### src/rtl/bin2bcd_seq.sv
// -----------------------------------------------------------------------------
// bin2bcd_seq
//
// Sequential shift-and-add-3 (double-dabble) converter. Turns an unsigned
// WIDTH-bit binary value into three BCD digits (hundreds, tens, ones) for the
// 3-digit seven-segment scanner. One iteration runs per clock. A conversion
// takes WIDTH cycles after the accept edge.
//
// Handshake:
//   An accept happens on a rising edge where in_valid && in_ready.
//   in_ready is high only in IDLE. in_valid is ignored while a conversion is
//   running. done pulses for one cycle in the cycle in which new digits first
//   appear. in_ready is already high in that cycle, so the next value can be
//   accepted on the following edge.
//
// Ports:
//   clk      in   1      system clock, rising edge
//   rst      in   1      synchronous active-high reset
//   bin_in   in   WIDTH  value to convert, sampled on the accept edge only
//   in_valid in   1      request to convert bin_in
//   in_ready out  1      block can accept a new value (state == IDLE)
//   digit0   out  4      ones digit, registered
//   digit1   out  4      tens digit, registered
//   digit2   out  4      hundreds digit, registered
//   done     out  1      one-cycle completion pulse
//
// Parameter:
//   WIDTH    legal range is 1..9, so that 2^WIDTH-1 fits in three digits.
// -----------------------------------------------------------------------------
module bin2bcd_seq #(
  parameter int WIDTH = 8
) (
  input  logic             clk,
  input  logic             rst,
  input  logic [WIDTH-1:0] bin_in,
  input  logic             in_valid,
  output logic             in_ready,
  output logic [3:0]       digit0,
  output logic [3:0]       digit1,
  output logic [3:0]       digit2,
  output logic             done
);

  // The working register is {hundreds, tens, ones, bin}.
  localparam int W  = 12 + WIDTH;
  localparam int CW = 4;

  typedef enum logic {
    IDLE  = 1'b0,
    SHIFT = 1'b1
  } state_t;

  state_t          state;
  state_t          state_next;
  logic [W-1:0]    work;
  logic [W-1:0]    adj;
  logic [W-1:0]    shifted;
  logic [CW-1:0]   cnt;
  logic            accept;
  logic            last;

  // FSM state register.
  always_ff @(posedge clk) begin
    if (rst) begin
      state <= IDLE;
    end else begin
      state <= state_next;
    end
  end

  // FSM next-state logic and control decode.
  always_comb begin
    state_next = state;
    accept     = 1'b0;
    last       = 1'b0;
    case (state)
      IDLE: begin
        if (in_valid) begin
          accept     = 1'b1;
          state_next = SHIFT;
        end
      end
      SHIFT: begin
        // The counter reaching 1 marks the final iteration.
        if (cnt == CW'(1)) begin
          last       = 1'b1;
          state_next = IDLE;
        end
      end
      default: state_next = IDLE;
    endcase
  end

  assign in_ready = (state == IDLE);

  // Add-3 correction on the pre-shift nibbles. The shift is applied to the
  // corrected value in the same cycle.
  always_comb begin
    adj = work;
    for (int i = 0; i < 3; i++) begin
      if (work[WIDTH + 4*i +: 4] >= 4'd5) begin
        adj[WIDTH + 4*i +: 4] = work[WIDTH + 4*i +: 4] + 4'd3;
      end
    end
  end

  assign shifted = adj << 1;

  // Datapath. The digit registers change only on completion or on reset.
  always_ff @(posedge clk) begin
    if (rst) begin
      work   <= '0;
      cnt    <= '0;
      digit0 <= 4'd0;
      digit1 <= 4'd0;
      digit2 <= 4'd0;
      done   <= 1'b0;
    end else begin
      done <= 1'b0;
      if (accept) begin
        work <= {12'd0, bin_in};
        cnt  <= CW'(WIDTH);
      end else if (state == SHIFT) begin
        work <= shifted;
        cnt  <= cnt - CW'(1);
        if (last) begin
          digit2 <= shifted[W-1 -: 4];
          digit1 <= shifted[W-5 -: 4];
          digit0 <= shifted[WIDTH +: 4];
          done   <= 1'b1;
        end
      end
    end
  end

endmodule

### config.mk
export PLATFORM = sky130hd
export DESIGN_NAME = bin2bcd_seq
export DESIGN_NICKNAME = d
export VERILOG_FILES = /design/src/rtl/bin2bcd_seq.sv
export SDC_FILE = /design/constraint.sdc
export NUM_CORES = 1
export LEC_CHECK = 0
export ABC_AREA = 1
export BUFFER_PORTS_ARGS = -buffer_cell sky130_fd_sc_hd__buf_2
export CAP_MARGIN = 15
export CORE_MARGIN = 8
export CORE_UTILIZATION = 30
export CTS_BUF_LIST = sky130_fd_sc_hd__clkbuf_4
export CTS_CLUSTER_DIAMETER = 80
export DETAILED_ROUTE_END_ITERATION = 10
export SYNTH_ARGS = -nofsm -noshare
export SYNTH_HDL_FRONTEND = slang
export SYNTH_SLANG_ARGS = --single-unit
### constraint.sdc
create_clock -name clk -period 2 [get_ports clk]
set_input_delay 0.3 -clock clk [delete_from_list [all_inputs] [get_ports clk]]
set_output_delay 0.3 -clock clk [all_outputs]
set_load 0.1 [all_outputs]
After elaboration in Yosys (flattened, before gate mapping)
Cells that the tools add are included.

Bitwise operators: 2. Multiplexer cells: 14. $add $sub $neg: 4. $lt $le $gt $ge: 3. Equal/unequal tests: 1. Reductions and logical operators: 4.

Operators by type and width (count): $mux W4 (4); $mux W8 (2); $ge A4 B3 Y1 const B (3); $add A4 B2 Y4 const B (2); $mux W1 (6); $eq A4 B1 Y1 const B (1); $sub A4 B1 Y4 const B (1); $add A3 B2 Y3 const B (1); $mux W3 (1); $reduce_and A3 Y1 (1); $reduce_or A3 Y1 (1); $not A1 Y1 (2); $pmux W1 S2 (1); $reduce_bool A2 Y1 (1); $reduce_or A2 Y1 (1).

Logic and storage cells: 37. Output and inout bits: 14. Register bits: 38.

Depth between registers and ports, before layout
Gate-level depths: netlist of run 1.

Depth in word-level cells: 4. Gate-level depth with buffers: 9. Mapped depth without buffers: 9.

Worst setup path before layout of run 1
Ideal clock, no wire load.

Kind: register to output. Start point: reg digit0[0]. End point: out digit0[0]. Data arrival time: 0.925 ns. Buffers on the path: 0. Cell stages (with the launch flop): 1. Data required time: 1.700 ns. Path slack: 0.775 ns. Cell sequence: dfxtp_1.

RTL lines: start, declared (line 38) `output logic [3:0] digit0,`; start signal, assigned (line 129) `digit0 <= shifted[WIDTH +: 4];`.

No word-level cell between the ends.

Final worst setup path of run 1
Start point: reg state. End point: out in_ready.

Longest elaborated chain between the ends: 1.

Ends and longest elaborated chain: start, declared (line 53) `state_t state;`; start signal, assigned (line 67) `state <= state_next;`; $not A1 Y1 (no source line); end, declared (line 37) `output logic in_ready,`.

No other way between the ends.

==> qor.txt, run 1 <==
Pre-antenna DRT Iters: 4
CTS HTree Levels: 2
Post-Route WL: 4.129 mm
Wire per inst: 11.13 um
Postcts setup bufs: 0
Initial DRC Count: 49
PortBufs: 24
Post-synth top area share: 40.21%
Min-Delay Startpoint: rst
CTS resizes: 0
Hold Crit Depth: 2
Post-DP HPWL: 3.035 mm
Startpoint Class: register
DIE HEIGHT: 95.41 um
Die width: 95.41 um
Cell variety after synth: 23
Final Setup Violations: 0
Placer Congestion: 0.7944
Mapped Area: 1892 sq um
Max-cap viol count: 0
CTS clk-pin slew, worst paths: 0.11 ns
Placement Rows: 29
Vias in the first global route: 1547
Sequential area share after synthesis: 40.21%
Slew HR: 67.31%
R2r startpoint: state
Worst slew pin tran: 0.4937 ns
CTS root buf: clkbuf_4
Via count: 1651
TritonCTS buffer count: 5
Synth top cells by count: nand2_1 (89), dfxtp_1 (38), inv_1 (38)
ANT cells: 0
CTS Sinks: 38
Global-route usage over all layers: 9.494%
PD cells: 784.4 nW/um^2
Hold_buf cts: 0
Data required, critical path: 1.70 ns
Routed vias/inst: 4.450
Synth top area cells: dfxtp_1 (40%), nand2_1 (18%), nand3_1 (9.0%), inv_1 (7.5%), ha_1 (5.3%)
RR Endpoint: digit1[3]
Syn avg cell area: 7.059 sq um
Status: completed
Clock Skew: 0.01120 ns
Max-slew violations: 0
Initial Util: 30.31%
Crit path capture type: primary output
CTS tree: built
Endpoint, Worst Hold: work[0]
Global-route wire length before repair: 6.844 mm
Final worst path period share: 85.17%
Hold Crit Class: in2reg
Fmax: 587.0 MHz
Worst reg2reg setup slack: 0.51 ns
IO Count: 25
FF-to-FF path depth: 5
Layout Area Growth over Synthesis: 14.48%
Synth Instances: 268
Synthesized Nets: 287
Highest fanout seen on the critical path: 17
Worst VDD drop: 0.3400 mV
Period minus WS final: 1.703 ns
EDFF count, synth: 0
Share of layout cells above drive strength 1: 17.01%
# placed instances: 363
Endpoints failing hold: 0
RSZ-0062 raised after global routing: no
Clock Path Buffers: 2
Top-count cell post-synth: nand2_1
Setup Crit Path Kind: reg2out
Core area: 6241 sq um
Largest area contributor in the netlist: dfxtp_1
Largest net degree at the start of global routing: 22
Setup TNS: 0 ns
Fin nets: 312
Ys async rst share: 0%
Antenna violations before repair: 0
Leakage: 1.132 nW
ANT nets after route: 0
Arr. time, crit path: 1.40 ns
Synthesis-stage register bit count: 38
DRC viols: 0
Total gr overflow: 0
YS warnings: 0
Post-Layout Cell Count: 371
Clk Latency, worst-skew pair: 0.35 ns
Die footprint: 9103 sq um
Synth Flop Type: dfxtp_1
layer usage:
layer  share of wire (%)  global-route usage (%)  up-vias
met3                 6.6                   3.307        7
met2                  43                   14.79       35
li1                    -                       -      891
met4                 1.1                   3.073        0
met1                  50                   11.99      718
met5                   0                       0        -
state kept, by name (all words and copies together) (netlist names):
register  cells
state         1
digit2        4
work         20
digit1        4
digit0        4
done          1
cnt           4
worst max path at each step:
stage	startpoint	to	cells past startpoint
after floorplan	digit0[0]	digit0[0]	0
after global placement	state	digit2[3]	5
after detailed placement	state	digit1[3]	5
after CTS	state	in_ready	2
after global routing	state	in_ready	2
final	state	in_ready	2
critical path, cell delays in order, from the launching register on:
cell     delay, ns
dfxtp_1       0.40
inv_6         0.20
buf_2         0.47
layout make-up:
cell class / instances / area [sq um]
inverters: 40 / 155.1
clock buffers: 5 / 37.54
multi-input cells: 181 / 909.6
flip-flops and latches: 38 / 760.7
repair buffers: 27 / 142.6
well taps: 77 / 96.34
clock inverters: 3 / 63.81
fillers: 698 / 4075
power by group:
group / switching (mW) / leakage (nW) / internal, mW
sequential: 0.0248 / 0.310 / 0.790
clock: 0.263 / 0.0528 / 0.385
combinational: 0.160 / 0.769 / 0.0766
total: 0.447 / 1.13 / 1.25
metrics by stage:
step | hold WS [ns] | total power, mW | cell area (sq um) | setup WS (ns) | utilization, %
detailed placement | 0.4623 | 1.070 | 2064 | 0.5216 | 33.08
global placement | 0.4596 | 1.068 | 2064 | 0.5666 | 33.08
finish | 0.1800 | 1.699 | 2166 | 0.2965 | 34.70
global route | 0.1718 | 1.792 | 2166 | 0.2301 | 34.70
floorplan | 0.3691 | 1.018 | 1892 | 0.7750 | -
CTS | 0.1704 | 1.723 | 2166 | 0.2688 | 34.70
cells by family (layout without fill, tap and decap cells):
group / after synthesis / in the layout / share of synthesized area (%)
and+or+nand+nor: 147 / 147 / 34.39
buffers and inverters: 49 / 75 / 11.71
DFF: 38 / 38 / 40.21
AOI/OAI and AO/OA: 26 / 26 / 8.399
adders and majority gates: 8 / 8 / 5.291
layout by cell type, fill, tap and decap left out, types with 2 or more instances in the layout:
master / n
dfxtp_1: 38
clkbuf_4: 5
ha_1: 8
buf_4: 3
bufinv_16: 2
a21oi_2: 7
inv_1: 38
nand2_1: 89
nor2_2: 2
a21oi_1: 9
o21ai_0: 9
nand3_1: 34
nor3_1: 2
buf_2: 24
nor2_1: 9
nand4_1: 6
Note: power is estimated with default switching activity, not from simulation.
==> inputs of run 2 (changes only) <==
--- a/config.mk
+++ b/config.mk
@@ -13,6 +13,7 @@
 export CTS_BUF_LIST = sky130_fd_sc_hd__clkbuf_4
 export CTS_CLUSTER_DIAMETER = 80
 export DETAILED_ROUTE_END_ITERATION = 10
+export REMOVE_ABC_BUFFERS = 1
 export SYNTH_ARGS = -nofsm -noshare
 export SYNTH_HDL_FRONTEND = slang
 export SYNTH_SLANG_ARGS = --single-unit
==> qor.txt, run 2 (synthesis gave the netlist of run 1 again) <==
Max-slew violations: 0 (unchanged)
Vias in the first global route: 1620 (+4.7%)
DIE HEIGHT: 95.41 um (unchanged)
Total gr overflow: 0 (unchanged)
Hold Crit Class: in2reg
Hold_buf cts: 0 (unchanged)
Worst VDD drop: 0.3564 mV (+4.8%)
Core area: 6241 sq um (unchanged)
Post-Route WL: 4.147 mm (+0.44%)
Antenna violations before repair: 0 (unchanged)
Most common cell after layout, fill and taps aside: nand2_1
Initial Util: 30.31% (unchanged)
CTS resizes: 0 (unchanged)
Fin area: 2142 sq um (-1.1%)
Layout Area Growth over Synthesis: 13.23%
Final worst path period share: 83.24% (-1.9 points)
Clk Latency, worst-skew pair: 0.35 ns (about the same)
Setup Crit Path Kind: reg2out
Fin nets: 312 (unchanged)
Post-DP HPWL: 2.919 mm (-3.9%)
Final Setup Violations: 0 (unchanged)
Arr. time, crit path: 1.36 ns (-0.04 ns)
Combinational cell fraction of total power: 15.0% (+1.1 points)
GR peak layer: met2
Switching power: 0.4542 mW (+1.5%)
Setup TNS: 0 ns (unchanged)
PD cells: 737.4 nW/um^2 (-6.0%)
Max-cap viol count: 0 (unchanged)
Clock Skew: 0.01250 ns (+0.001296 ns)
PortBufs: 24 (unchanged)
Switching portion of total power: 28.76% (+2.4 points)
ANT nets after route: 0 (unchanged)
Postcts setup bufs: 0 (unchanged)
CTS tree: built
Die width: 95.41 um (unchanged)
Share of layout cells above drive strength 1: 17.35% (+0.34 points)
Initial DRC Count: 55 (+12%)
RSZ-0062 raised after global routing: no
Die footprint: 9103 sq um (unchanged)
Clock power share: 33.6% (-4.5 points)
ANT cells: 0 (unchanged)
Endpoints failing hold: 0 (unchanged)
CTS root buf: clkbuf_4
TritonCTS buffer count: 5 (unchanged)
Placed Area: 2064 sq um (unchanged)
Highest fanout seen on the critical path: 17 (unchanged)
Pre-antenna DRT Iters: 4 (unchanged)
Largest reg by FF count: work
Fmax: 600.7 MHz (+2.3%)
CTS Sinks: 38 (unchanged)
Met1 GRT Util: 11.33% (-0.66 points)
Max reg flops: 20 (unchanged)
IO Count: 25 (unchanged)
Placer Congestion: 0.7634 (-3.9%)
Pint: 1.125 mW (-10%)
Routed vias/inst: 4.488 (+0.85%)
Status: completed
DRC viols: 0 (unchanged)
Global-route wire length before repair: 7.010 mm (+2.4%)
M2 GR Usage: 16.46% (+1.7 points)
Placement Rows: 29 (unchanged)
Leakage: 1.124 nW (-0.70%)
Data required, critical path: 1.70 ns (about the same)
Sequential share of power: 51.5% (+3.6 points)
Startpoint Class: register
Period minus WS final: 1.665 ns (-0.03867 ns)
Crit path capture type: primary output
Final cell utilization of the core: 34.32% (-0.38 points)
Global-route usage over all layers: 9.652% (+0.16 points)
Final Power: 1.579 mW (-7.0%)
Clock Path Buffers: 2 (unchanged)
Met3 Use GR: 2.677% (-0.63 points)
Most frequent cells in the layout: nand2_1 (89), inv_1 (38), dfxtp_1 (38)
Slew HR: 67.06% (-0.25 points)
Largest net degree at the start of global routing: 22 (unchanged)
CTS clk-pin slew, worst paths: 0.12 ns (about the same)
Via count: 1665 (+0.85%)
Wire per inst: 11.18 um (+0.44%)
CTS HTree Levels: 2 (unchanged)
Worst slew pin tran: 0.4976 ns (+0.003839 ns)
## run 2: final cells by class
class	count	area, sq um
Fill cell	684	4099
Timing Repair Buffer	27	142.6
Tap cell	77	96.34
Multi-Input combinational cell	181	909.6
Inverter	40	155.1
Clock inverter	3	40.04
Sequential cell	38	760.7
Clock buffer	5	37.54
## run 2: final timing paths
check / to / start / cells after the start / slack [ns]
hold reg to reg: work[0] / work[0] / 2 / 0.47
setup / recovery: in_ready / state / 2 / 0.34
setup reg to reg: digit2[3] / state / 5 / 0.52
hold / removal: work[0] / rst / 2 / 0.15
## run 2: through the flow
step / std cells / worst slack, ns / hold WS [ns]
after floorplan: 259 / 0.2966 / 0.3691
after global placement: 363 / 0.5566 / 0.4552
after detailed placement: 363 / 0.5534 / 0.4597
after CTS: 371 / 0.3115 / 0.1443
after global routing: 371 / 0.2727 / 0.1667
final: 371 / 0.3352 / 0.1540
## run 2: power by group through the flow
| stage | Clock (mW) | Sequential [mW] | Combinational, mW |
|---|---|---|---|
| final | 0.530 | 0.813 | 0.237 |
| after detailed placement | 0 | 0.830 | 0.238 |
| after floorplan | 0 | 0.843 | 0.160 |
| after CTS | 0.549 | 0.813 | 0.240 |
| after global routing | 0.567 | 0.817 | 0.272 |
| after global placement | 0 | 0.830 | 0.236 |
## run 2: critical path, cell delays in order, from the launching register on
cell,delay [ns]
dfxtp_1,0.38
inv_6,0.17
buf_2,0.46
## run 2: layer usage
metal / part of all wire [%] / vias up
met2: 48 / 27
met1: 47 / 734
met5: 0 / -
li1: - / 900
met3: 3.7 / 4
met4: 0.96 / 0
